[config.mk]
export PLATFORM = sky130hd
export DESIGN_NAME = spi_slave_interface_flat
export DESIGN_NICKNAME = d
export VERILOG_FILES = /design/src/rtl/spi_slave_interface_if.sv /design/src/rtl/spi_slave_interface.sv /design/src/flat_wrapper.sv
export SDC_FILE = /design/constraint.sdc
export NUM_CORES = 1
export LEC_CHECK = 0
export ABC_AREA = 1
export BUFFER_PORTS_ARGS = -buffer_cell sky130_fd_sc_hd__buf_2
export CAP_MARGIN = 20
export CORE_MARGIN = 2
export CORE_UTILIZATION = 50
export DETAILED_ROUTE_END_ITERATION = 10
export GPL_TIMING_DRIVEN = 0
export HOLD_SLACK_MARGIN = 0.08
export PLACE_DENSITY_LB_ADDON = 0.1
export SLEW_MARGIN = 30
export SYNTH_ARGS = -nofsm -noshare
export SYNTH_HDL_FRONTEND = slang
export SYNTH_SLANG_ARGS = --single-unit
[constraint.sdc]
create_clock -name clk -period 2.35 [get_ports clk]
set_input_delay 0.3525 -clock clk [delete_from_list [all_inputs] [get_ports clk]]
set_output_delay 0.3525 -clock clk [all_outputs]
set_load 0.02 [all_outputs]
[src/rtl/spi_slave_interface_if.sv]
// Bundle of the SPI wires and the user-side tx/rx handshake of spi_slave_interface.
interface spi_slave_interface_if #(
    parameter int DATA_WIDTH = 8
);
    logic                  sclk;
    logic                  ss;
    logic                  mosi;
    logic                  miso;
    logic [DATA_WIDTH-1:0] tx_data;
    logic                  tx_valid;
    logic                  tx_ready;
    logic [DATA_WIDTH-1:0] rx_data;
    logic                  rx_valid;
    logic                  busy;
    logic                  tx_underrun;

    modport slave (
        input  sclk, ss, mosi, tx_data, tx_valid,
        output miso, tx_ready, rx_data, rx_valid, busy, tx_underrun
    );

    modport master (
        output sclk, ss, mosi, tx_data, tx_valid,
        input  miso, tx_ready, rx_data, rx_valid, busy, tx_underrun
    );
endinterface

[src/rtl/spi_slave_interface.sv]
// SPI mode-3 slave, one DATA_WIDTH frame at a time, oversampled entirely in the clk domain.
// A one-deep holding register feeds the transmit shifter at each frame load.
module spi_slave_interface #(
    parameter int                    DATA_WIDTH  = 8,
    parameter int                    SYNC_STAGES = 2,
    parameter logic [DATA_WIDTH-1:0] IDLE_FILL   = {DATA_WIDTH{1'b1}}
) (
    input logic                   clk,
    input logic                   rst,
    spi_slave_interface_if.slave  bus
);
    localparam int CW = $clog2(DATA_WIDTH + 1);
    localparam logic [CW-1:0] FULL = CW'(DATA_WIDTH);

    typedef enum logic {IDLE, SHIFT} state_t;

    state_t                  state, state_nxt;
    logic [SYNC_STAGES-1:0]  sclk_q, ss_q, mosi_q;
    logic                    sclk_d, ss_d;
    logic                    sclk_s, ss_s, mosi_s;
    logic                    s_rise, s_fall, ss_fall;
    logic [CW-1:0]           bit_cnt;
    logic [DATA_WIDTH-1:0]   shift_tx, shift_rx, hold_data;
    logic                    hold_full;
    logic                    accept, do_load, complete;

    // All three inputs idle high, so the synchronizers reset to 1 to avoid phantom edges.
    always_ff @(posedge clk or posedge rst) begin
        if (rst) begin
            sclk_q <= '1;
            ss_q   <= '1;
            mosi_q <= '1;
            sclk_d <= 1'b1;
            ss_d   <= 1'b1;
        end else begin
            sclk_q <= {sclk_q[SYNC_STAGES-2:0], bus.sclk};
            ss_q   <= {ss_q[SYNC_STAGES-2:0], bus.ss};
            mosi_q <= {mosi_q[SYNC_STAGES-2:0], bus.mosi};
            sclk_d <= sclk_s;
            ss_d   <= ss_s;
        end
    end

    assign sclk_s  = sclk_q[SYNC_STAGES-1];
    assign ss_s    = ss_q[SYNC_STAGES-1];
    assign mosi_s  = mosi_q[SYNC_STAGES-1];
    assign s_rise  = sclk_s & ~sclk_d;
    assign s_fall  = ~sclk_s & sclk_d;
    assign ss_fall = ~ss_s & ss_d;
    assign accept  = bus.tx_valid & ~hold_full;

    always_ff @(posedge clk or posedge rst) begin
        if (rst) state <= IDLE;
        else     state <= state_nxt;
    end

    // A finished byte is always delivered, even if ss has just risen; it only skips the reload.
    always_comb begin
        state_nxt = state;
        do_load   = 1'b0;
        complete  = 1'b0;
        case (state)
            IDLE: begin
                if (ss_fall) begin
                    do_load   = 1'b1;
                    state_nxt = SHIFT;
                end
            end
            SHIFT: begin
                if (bit_cnt == FULL) begin
                    complete = 1'b1;
                    if (ss_s) state_nxt = IDLE;
                    else      do_load   = 1'b1;
                end else if (ss_s) begin
                    state_nxt = IDLE;
                end
            end
            default: state_nxt = IDLE;
        endcase
    end

    always_ff @(posedge clk or posedge rst) begin
        if (rst) begin
            bus.miso        <= 1'b1;
            bus.rx_data     <= '0;
            bus.rx_valid    <= 1'b0;
            bus.tx_underrun <= 1'b0;
            bit_cnt         <= '0;
            shift_tx        <= '0;
            shift_rx        <= '0;
            hold_data       <= '0;
            hold_full       <= 1'b0;
        end else begin
            bus.rx_valid    <= 1'b0;
            bus.tx_underrun <= 1'b0;
            // Load looks at the hold before this cycle's accept, so a same-cycle byte waits a frame.
            if (do_load) begin
                if (hold_full) begin
                    shift_tx  <= hold_data;
                    hold_full <= 1'b0;
                end else begin
                    shift_tx        <= IDLE_FILL;
                    bus.tx_underrun <= 1'b1;
                end
            end
            if (accept) begin
                hold_data <= bus.tx_data;
                hold_full <= 1'b1;
            end
            if (state == IDLE) begin
                bus.miso <= 1'b1;
                bit_cnt  <= '0;
            end else if (complete) begin
                bus.rx_data  <= shift_rx;
                bus.rx_valid <= 1'b1;
                bit_cnt      <= '0;
                if (ss_s) bus.miso <= 1'b1;
            end else if (ss_s) begin
                bus.miso <= 1'b1;
                bit_cnt  <= '0;
            end else begin
                if (s_fall) begin
                    bus.miso <= shift_tx[DATA_WIDTH-1];
                    shift_tx <= {shift_tx[DATA_WIDTH-2:0], 1'b0};
                end
                if (s_rise) begin
                    shift_rx <= {shift_rx[DATA_WIDTH-2:0], mosi_s};
                    bit_cnt  <= bit_cnt + 1'b1;
                end
            end
        end
    end

    assign bus.tx_ready = ~hold_full;
    assign bus.busy     = (state == SHIFT);
endmodule

[src/flat_wrapper.sv]
// flat-port wrapper written by rule: the top's interface ports become plain ports
module spi_slave_interface_flat 
#(
    parameter int                    DATA_WIDTH  = 8,
    parameter int                    SYNC_STAGES = 2,
    parameter logic [DATA_WIDTH-1:0] IDLE_FILL   = {DATA_WIDTH{1'b1}}
)
  (clk, rst, bus_sclk, bus_ss, bus_mosi, bus_tx_data, bus_tx_valid, bus_miso, bus_tx_ready, bus_rx_data, bus_rx_valid, bus_busy, bus_tx_underrun);
  spi_slave_interface_if #(.DATA_WIDTH(DATA_WIDTH)) bus_i ();
  input logic clk;
  input logic rst;
  input wire logic [$bits(bus_i.sclk)-1:0] bus_sclk;
  input wire logic [$bits(bus_i.ss)-1:0] bus_ss;
  input wire logic [$bits(bus_i.mosi)-1:0] bus_mosi;
  input wire logic [$bits(bus_i.tx_data)-1:0] bus_tx_data;
  input wire logic [$bits(bus_i.tx_valid)-1:0] bus_tx_valid;
  output wire logic [$bits(bus_i.miso)-1:0] bus_miso;
  output wire logic [$bits(bus_i.tx_ready)-1:0] bus_tx_ready;
  output wire logic [$bits(bus_i.rx_data)-1:0] bus_rx_data;
  output wire logic [$bits(bus_i.rx_valid)-1:0] bus_rx_valid;
  output wire logic [$bits(bus_i.busy)-1:0] bus_busy;
  output wire logic [$bits(bus_i.tx_underrun)-1:0] bus_tx_underrun;
  assign bus_i.sclk = bus_sclk;
  assign bus_i.ss = bus_ss;
  assign bus_i.mosi = bus_mosi;
  assign bus_i.tx_data = bus_tx_data;
  assign bus_i.tx_valid = bus_tx_valid;
  assign bus_miso = bus_i.miso;
  assign bus_tx_ready = bus_i.tx_ready;
  assign bus_rx_data = bus_i.rx_data;
  assign bus_rx_valid = bus_i.rx_valid;
  assign bus_busy = bus_i.busy;
  assign bus_tx_underrun = bus_i.tx_underrun;
  spi_slave_interface #(.DATA_WIDTH(DATA_WIDTH), .SYNC_STAGES(SYNC_STAGES), .IDLE_FILL(IDLE_FILL)) u_core (.clk(clk), .rst(rst), .bus(bus_i));
endmodule
======== Yosys cells after proc, flatten, opt, wreduce, memory -nomap -nowiden ========
Cells that the tools add are included.
storage, ports and cells
  bits in registers ....................... 49
  bits of input ports ..................... 14
  output and inout port bits .............. 13
  logic and storage cells ................. 62
operators by class
  $add $sub $neg .......................... 1
  eq/ne operators ......................... 4
  multiplexer cells ....................... 28
  bitwise logic cells ..................... 10
  reduce and logical (&&, ||, !) cells .... 4
operators by type and width
  cell                                                           number
  8-bit two-way mux                                              6
  1-bit two-way mux                                              16
  4-bit two-way mux                                              4
  3-bit inequality test, second input constant                   2
  1-bit NOT                                                      6
  4-bit by 1-bit adder with 4-bit output, second input constant  1
  1-bit AND                                                      4
  4-bit == test, second input constant                           1
  4-bit inequality test, second input constant                   1
  1-bit case mux with 2 select lines                             2
  2-bit AND reduction                                            2
  4-bit AND reduction                                            1
  2-bit nonzero test                                             1

======== Depth between registers and ports, before layout ========
Gate-level depths: netlist of the first run.
  word-level depth ........................ 9
  mapped depth ............................ 9
  mapped depth without buffers ............ 9

======== Worst setup path after synthesis of the first run ========
Ideal clock, no wire load.
  path kind ............................... reg-to-reg
  from .................................... reg u_core.bit_cnt[0]
  to ...................................... reg u_core.shift_tx[1]
  library setup time ...................... 118 ps
  arrival ................................. 1245 ps
  required time ........................... 2232 ps
  setup slack ............................. 988 ps
  stages on the path, launching flop included .. 10
  buffers on the path ..................... 0
  cell sequence ........................... dfrtp_1 -> inv_1 -> ha_1 -> nand2_1 -> nor2_4 -> nand2_2 -> nand2_4 -> nand2_1 -> nand3_1 -> nand2_1
between the ends
  longest elaborated chain between the ends .. 8
  elaborated cells on any way between the ends .. 10
  those cells by class .................... 1 x eq/ne; 9 x mux
ends and longest elaborated chain
  what                                line                        RTL
  from (decl)                         spi_slave_interface.sv:22   logic [CW-1:0] bit_cnt;
  from (signal assigned)              spi_slave_interface.sv:128  bit_cnt <= bit_cnt + 1'b1;
  4-bit == test *                     spi_slave_interface.sv:70   if (bit_cnt == FULL) begin
  1-bit two-way mux                   spi_slave_interface.sv:70
  1-bit case mux with 2 select lines  spi_slave_interface.sv:62   case (state)
  8-bit two-way mux                   spi_slave_interface.sv:97   if (do_load) begin
  8-bit two-way mux                   spi_slave_interface.sv:122  if (s_fall) begin
  8-bit two-way mux                   spi_slave_interface.sv:118  end else if (ss_s) begin
  8-bit two-way mux                   spi_slave_interface.sv:113  end else if (complete) begin
  8-bit two-way mux *                 spi_slave_interface.sv:110  if (state == IDLE) begin
  to (signal assigned)                spi_slave_interface.sv:99   shift_tx <= hold_data;
  to (signal assigned)                spi_slave_interface.sv:124  shift_tx <= {shift_tx[DATA_WIDTH-2:0], 1'b0};
  to (decl)                           spi_slave_interface.sv:23   logic [DATA_WIDTH-1:0] shift_tx, shift_rx, hold_data;
Every way passes the cells marked *; elsewhere a longest branch is shown, timed or not.
A chain may end at the register's enable or synchronous reset.

======== Worst setup path in the final report of the first run ========
  from .................................... reg u_core.hold_full
  to ...................................... out bus_tx_ready
between the ends
  longest elaborated chain between the ends .. 1
ends and longest elaborated chain
  what                    line                        RTL
  from (decl)             spi_slave_interface.sv:24   logic hold_full;
  from (signal assigned)  spi_slave_interface.sv:92   hold_full <= 1'b0;
  from (signal assigned)  spi_slave_interface.sv:100  hold_full <= 1'b0;
  from (signal assigned)  spi_slave_interface.sv:108  hold_full <= 1'b1;
  1-bit NOT               spi_slave_interface.sv:134  assign bus.tx_ready = ~hold_full;
  to (decl)               flat_wrapper.sv:18          output wire logic [$bits(bus_i.tx_ready)-1:0] bus_tx_ready;
No other way between the ends.

==> reports/results.tsv, run 1 <==
stage	metric	value	unit
floorplan	core_area	0.00394	mm2
floorplan	ios	27	
yosys	synth_cells	213	
job	max-cap-violations	0	
global_route	gr-total-overflow	0	
clock_network	postCtsHoldBufs	0	
yosys	yosys-top-cells-count	62 x nand2_1, 40 x dfrtp_1, 23 x inv_1	
clock_network	cts-root-buf	clkbuf_8	
yosys	ys_top_cells_by_area	dfrtp_1 49%, dfstp_2 12%, nand2_1 11%	
layout	fin_area	0.00234	mm2
route	ant_nets	0	
timing	fin_setup_tns	0	ns
clock_network	postCtsSetupRepairBufs	0	
clock_network	htree_levels	2	
yosys	yosysMostFrequentCell	nand2_1	
timing	finalCritPeriodShare	69.6	%
layout	layout-drive-gt1-share	25.9	%
timing	rsz0062_at_grt	no	
critical_path	path_cells	inv_1 > clkbuf_1 > buf_2	
route	wl_met2	1500	um
critical_path	critPathMaxFanout	10	
layout	syn2layout_area_growth	15.4	%
yosys	synth_nets	229	
floorplan	row_count	23	
min_path	hold_path_class	input port to asynchronous set/reset pin	
place	placed_area	0.00222	mm2
route	firstDrtPassIters	4	
route	vias	1429	
yosys	synth_area	0.00203	mm2
yosys	yosysUniqueCellTypes	20	
layout	layout.nets	262	
critical_path	r2r_cells	9	
power_and_ir_drop	powerDensity	930	mW/mm2
critical_path	reg2reg_from	u_core.bit_cnt[0]	
global_route	gr-usage-all-layers	17.9	%
global_route	grt_pass1_vias	1325	
place	gp_congestion	0.733	
timing	slew_viol_final	0	
clock_network	cts_sinks	49	
critical_path	cpMaxStageDelayCell	dfrtp_1	
critical_path	crit_start	u_core.hold_full	
critical_path	cp.required	2.00	ns
power_and_ir_drop	finalPower	2.18	mW
clock_network	cts_buffers	5	
floorplan	die_x	67.7	um
clock_network	cts_tree	done	
route	drt_wl_total	3460	um
route	dr_wl_met3	118	um
critical_path	crit_type	flop to output port	
timing	worst_slew_pin_slew	0.570	ns
floorplan	die_y	67.7	um
route	drcViolationCount	0	
timing	skew	0.00828	ns
layout	finish.utilization	59.3	%
route	drt-initial-drc-count	49	
critical_path	crit_path_end_kind	output port	
clock_network	clk_pin_slew	0.09	ns
timing	relSlewSlack	62.0	%
yosys	synthArstFlopShare	100	%
yosys	ys.flop_type	dfrtp_1	
yosys	yosysTopAreaCellShare	49.4	%
floorplan	die_area	0.00458	mm2
critical_path	slowest_delay	0.39	ns
timing	setup_viol	0	
timing	fmax	0.611	GHz
place	io_buffers	26	
floorplan	start_util	51.4	%
route	viasPerCell	4.81	
power_and_ir_drop	p_leak	1.23	nW
yosys	synth-seq-cells	49	
critical_path	ff2ff_setup_slack	0.79	ns
critical_path	arrival	1.28	ns
route	m1WireLength	1770	um
yosys	avgSynthCellArea	9.52	um2
global_route	grt_antenna_before_repair	0	
timing	hold_viol_final	0	
layout	diodes	0	
power_and_ir_drop	peakVddDrop	0.000700	V
critical_path	setup.worst_path.start_class	flop	
clock_network	cts_resized	0	
route	wl_per_cell	11.6	um
place	hpwl	2460	um
clock_network	clock_latency	0.30	ns
status	status	finished clean	
layout	fillers	362	
yosys	yosys_warnings	0	
route	top_layer	met4	
yosys	ys_seq_area_share	61.0	%
yosys	synth_top_area_cell	dfrtp_1	
global_route	grt_pass1_wl	5950	um
timing	period_needed	1.64	ns
clock_network	clock_path_buffers	2	
critical_path	reg2reg_to	u_core.shift_tx[7]	
global_route	grt_max_degree	50	
yosys	synth_edf_count	0	
where the power goes:
part | internal, mW | switching, mW
sequential | 1.05 | 0.109
clock | 0.347 | 0.264
combinational | 0.185 | 0.223
layer usage:
layer / GRT usage, % / vias to the layer above
met5: 0 / -
met3: 5.00 / 7
met2: 26.2 / 24
li1: - / 723
met4: 7.65 / 0
met1: 24.8 / 675
sequential cells by signal (all words and copies together) (netlist names):
signal / cells
u_core.shift_tx: 8
u_core.sclk_d: 1
u_core.sclk_q: 2
u_core.shift_rx: 8
u_core.ss_q: 2
u_core.bus.busy: 1
u_core.mosi_q: 2
u_core.ss_d: 1
u_core.bit_cnt: 4
u_core.bus.tx_underrun: 1
u_core.hold_full: 1
u_core.bus.rx_valid: 1
u_core.bus.miso: 1
u_core.hold_data: 8
u_core.bus.rx_data: 8
how the worst max path moves through the flow:
stage / endpoint / slack (ns)
6_report: bus_tx_ready / 0.71
5_1_grt: bus_tx_ready / 0.59
4_1_cts: bus_tx_ready / 0.70
3_5_place_dp: u_core.shift_tx[4] / 0.79
3_3_place_gp: u_core.shift_tx[3] / 0.22
2_1_floorplan: u_core.bit_cnt[0] / 0.84
per-stage QoR:
step / std cells / hold slack, ns / setup WS [ns]
detailed placement: 289 / 0.349 / 0.788
global route: 297 / 0.125 / 0.587
global placement: 289 / 0.346 / 0.216
finish: 297 / 0.117 / 0.714
floorplan: 213 / 0.345 / 0.840
CTS: 297 / 0.129 / 0.696
layout by cell type, fill, tap and decap left out:
master / n
a21oi_1: 6
a21oi_2: 1
buf_2: 27
buf_6: 1
bufinv_16: 1
clkbuf_1: 2
clkbuf_8: 6
dfrtp_1: 40
dfstp_2: 9
ha_1: 2
inv_1: 22
inv_2: 1
inv_4: 1
mux2_2: 8
nand2_1: 62
nand2_2: 5
nand2_4: 1
nand3_1: 18
nand3_2: 1
nor2_1: 22
nor2_4: 2
o21ai_0: 4
o21ai_1: 5
layout make-up:
cell class	instances	area, um2	share of cell area (%)
clock buffers	7	86.3	3.69
plain buffers	3	20.0	0.856
flip-flops and latches	49	1240	52.9
inverters	24	92.6	3.96
repair buffers	26	130	5.56
well taps	50	62.6	2.68
multi-input cells	137	679	29.1
clock inverters	1	30.0	1.28
worst max-delay path, delay by kind of cell, from the launching register on:
kind,cells,cell delay (ns)
flops,1,0.39
buf+inv,3,0.59
cells by family after synthesis:
| group | count (synthesis) | synth area share (%) |
|---|---|---|
| AOI/OAI and AO/OA | 16 | 4.14 |
| DFF | 49 | 61.0 |
| muxes | 8 | 4.44 |
| and+or+nand+nor | 111 | 23.7 |
| adders and majority gates | 2 | 1.23 |
| buffers and inverters | 27 | 5.43 |
No activity file was read; power rests on OpenSTA's default activity.
==> inputs of run 2 (changes only) <==
==> constraint.sdc (replaced) <==
create_clock -name clk -period 1.5 [get_ports clk]
set_input_delay 0.225 -clock clk [delete_from_list [all_inputs] [get_ports clk]]
set_output_delay 0.225 -clock clk [all_outputs]
set_load 0.02 [all_outputs]
==> run 2 against run 1 <==
  * The flow now finishes with violations (negative setup slack)
  * Sequential power rose by 57%
  * Clock power up 57%
  * Cell count increased by 4.4%
  * Critical path type is now flop to flop
  * Largest cell class unchanged
  * Highest routed layer unchanged
==> reports/results.tsv, run 2 (synthesis gave the netlist of run 1 again) <==
stage	metric	value	unit	change
floorplan	core_area	0.00394	mm2	unchanged
route	vias	1530		+7.1%
layout	layout-drive-gt1-share	36.5	%	+11 points
layout	fin_area	0.00261	mm2	+11%
clock_network	clock_path_buffers	2		unchanged
critical_path	crit_type	flop to flop		
global_route	grt_pass1_vias	1348		+1.7%
layout	finish.utilization	66.1	%	+6.8 points
route	drt-initial-drc-count	54		+10%
place	place_ws	-0.0618	ns	-0.850 ns
timing	fin_hold_ws	0.158	ns	+0.0415 ns
route	viasPerCell	4.94		+2.6%
clock_network	clk_pin_slew	0.09	ns	about the same
place	hpwl	2460	um	unchanged
place	placed_cells	289		unchanged
floorplan	die_y	67.7	um	unchanged
clock_network	cts_tree	done		
critical_path	slowest_delay	0.40	ns	about the same
clock_network	cts-root-buf	clkbuf_8		
critical_path	cp_num_buf_inv	2		-1
timing	hold_viol_final	0		unchanged
global_route	gr-total-overflow	0		unchanged
layout	syn2layout_area_growth	28.6	%	
global_route	grt_pass1_wl	6060	um	+1.9%
floorplan	ios	27		unchanged
critical_path	critPathMaxFanout	8		-2
timing	layout_setup_ws	-0.0332	ns	-0.747 ns
power_and_ir_drop	p_leak	1.41	nW	+15%
critical_path	reg2reg_from	u_core.bit_cnt[0]		
critical_path	crit_start	u_core.bit_cnt[0]		
floorplan	start_util	51.4	%	unchanged
floorplan	row_count	23		unchanged
critical_path	reg2reg_to	u_core.shift_rx[4]		
power_and_ir_drop	powerDensity	1370	mW/mm2	+47%
critical_path	cp.depth	8		+5
route	firstDrtPassIters	4		unchanged
critical_path	cp_top_family	simple AND/OR/NAND/NOR gates		
critical_path	path_cells	inv_1 > ha_2 > nand2_2 > nor2_4 > nor2_4 > nand2_4 > clkbuf_16 > a21oi_1		
critical_path	crit_path_end_kind	flop		
floorplan	die_area	0.00458	mm2	unchanged
job	max-cap-violations	0		unchanged
timing	relSlewSlack	61.6	%	-0.37 points
layout	layout.nets	275		+5.0%
route	wl_per_cell	12.4	um	+6.9%
layout	layout_common_cells	52 x nand2_1, 40 x dfrtp_1, 26 x buf_2		
clock_network	cts_sinks	49		unchanged
power_and_ir_drop	peakVddDrop	0.00110	V	+58%
timing	rsz0062_at_grt	yes		
critical_path	cpMaxStageDelayCell	dfrtp_1		
clock_network	clock_latency	0.30	ns	about the same
timing	fmax	0.652	GHz	
global_route	grt_antenna_before_repair	0		unchanged
timing	worst_slew_pin_slew	0.576	ns	+0.00553 ns
layout	diodes	0		unchanged
status	status	finished with violations		
route	drcViolationCount	0		unchanged
route	drt_wl_total	3860	um	+12%
power_and_ir_drop	finalPower	3.56	mW	+64%
layout	layout_commonest_cell	nand2_1		
min_path	hold_path_class	input port to flop		
place	io_buffers	26		unchanged
layout	final_cells	310		+4.4%
critical_path	crit_path_end	u_core.shift_rx[4]		
timing	setup_viol	6		+6
place	gp_congestion	0.733		unchanged
timing	skew	0.0125	ns	+0.00426 ns
route	ant_nets	0		unchanged
timing	fin_setup_tns	-0.0825	ns	-0.0825 ns
timing	finalCritPeriodShare	102	%	
critical_path	arrival	1.72	ns	+0.44 ns
global_route	grt_max_degree	50		unchanged
timing	period_needed	1.53	ns	
timing	slew_viol_final	0		unchanged
clock_network	htree_levels	2		unchanged
layout	fillers	328		-9.4%
critical_path	ff2ff_setup_slack	-0.03	ns	-0.82 ns
place	placed_area	0.00222	mm2	unchanged
critical_path	r2r_cells	8		-1
status	violations	negative setup slack		
critical_path	cp.required	1.69	ns	-0.31 ns
floorplan	die_x	67.7	um	unchanged
critical_path	setup.worst_path.start_class	flop		
clock_network	cts_buffers	5		unchanged
global_route	gr-usage-all-layers	18.2	%	+0.32 points
critical_path	crit_path_frequent_cell	nor2_4		
-- run 2: cell count changes in the layout (fill, tap and decap cells not counted), sizes merged --
cell         before  now
buf              28   35
dlygate4sd3       0    4
nand2            68   70
-- run 2: cell type report --
class / instances / area [um2] / share of cell area, %
multi-input cells: 139 / 811 / 31.1
repair buffers: 38 / 260 / 9.99
plain buffers: 2 / 26.3 / 1.01
inverters: 24 / 92.6 / 3.55
well taps: 50 / 62.6 / 2.40
clock inverters: 1 / 30.0 / 1.15
clock buffers: 7 / 86.3 / 3.31
flip-flops and latches: 49 / 1240 / 47.5
-- run 2: worst min path at each step --
stage	from	end	slack, ns	cells after the start
after floorplan	bus_mosi	u_core.mosi_q[0]	0.23	0
after global placement	bus_mosi	u_core.mosi_q[0]	0.33	1
after detailed placement	bus_ss	u_core.ss_q[0]	0.33	1
after CTS	bus_tx_data[5]	u_core.hold_data[5]	0.15	2
after global routing	bus_tx_data[3]	u_core.hold_data[3]	0.15	2
final	bus_tx_data[5]	u_core.hold_data[5]	0.16	2
-- run 2: repair_timing --
| action | 4_1_cts | 5_1_grt |
|---|---|---|
| cloned | 0 | 3 |
| buffers inserted | 2 | 5 |
| gates resized for setup | 4 | 30 |
| pin swaps | 0 | 7 |
| endpoints found under the setup margin | 19 | 25 |
| hold endpoints to repair | 43 | 0 |
| hold buffers | 4 | 0 |
-- run 2: worst register-to-register path: cells and delay by family, from the launching register on --
kind / cells / cell delay [ns]
adder cells (fa/ha/maj): 1 / 0.18
flip-flops: 1 / 0.40
buffers and inverters: 2 / 0.23
AO/OA/AOI/OAI: 1 / 0.08
AND/OR/NAND/NOR: 4 / 0.53
-- run 2: power by group --
part / total (mW) / internal [mW] / leakage (nW) / switching, mW
sequential: 1.82 / 1.64 / 0.591 / 0.176
clock: 0.960 / 0.544 / 0.0585 / 0.416
combinational: 0.784 / 0.351 / 0.761 / 0.433
-- run 2: routing by layer --
metal / part of all wire (%) / GRT usage, %
met4: 1.6 / 7.65
met5: 0 / 0
met3: 3.6 / 5.00
met2: 47 / 26.7
met1: 48 / 25.4
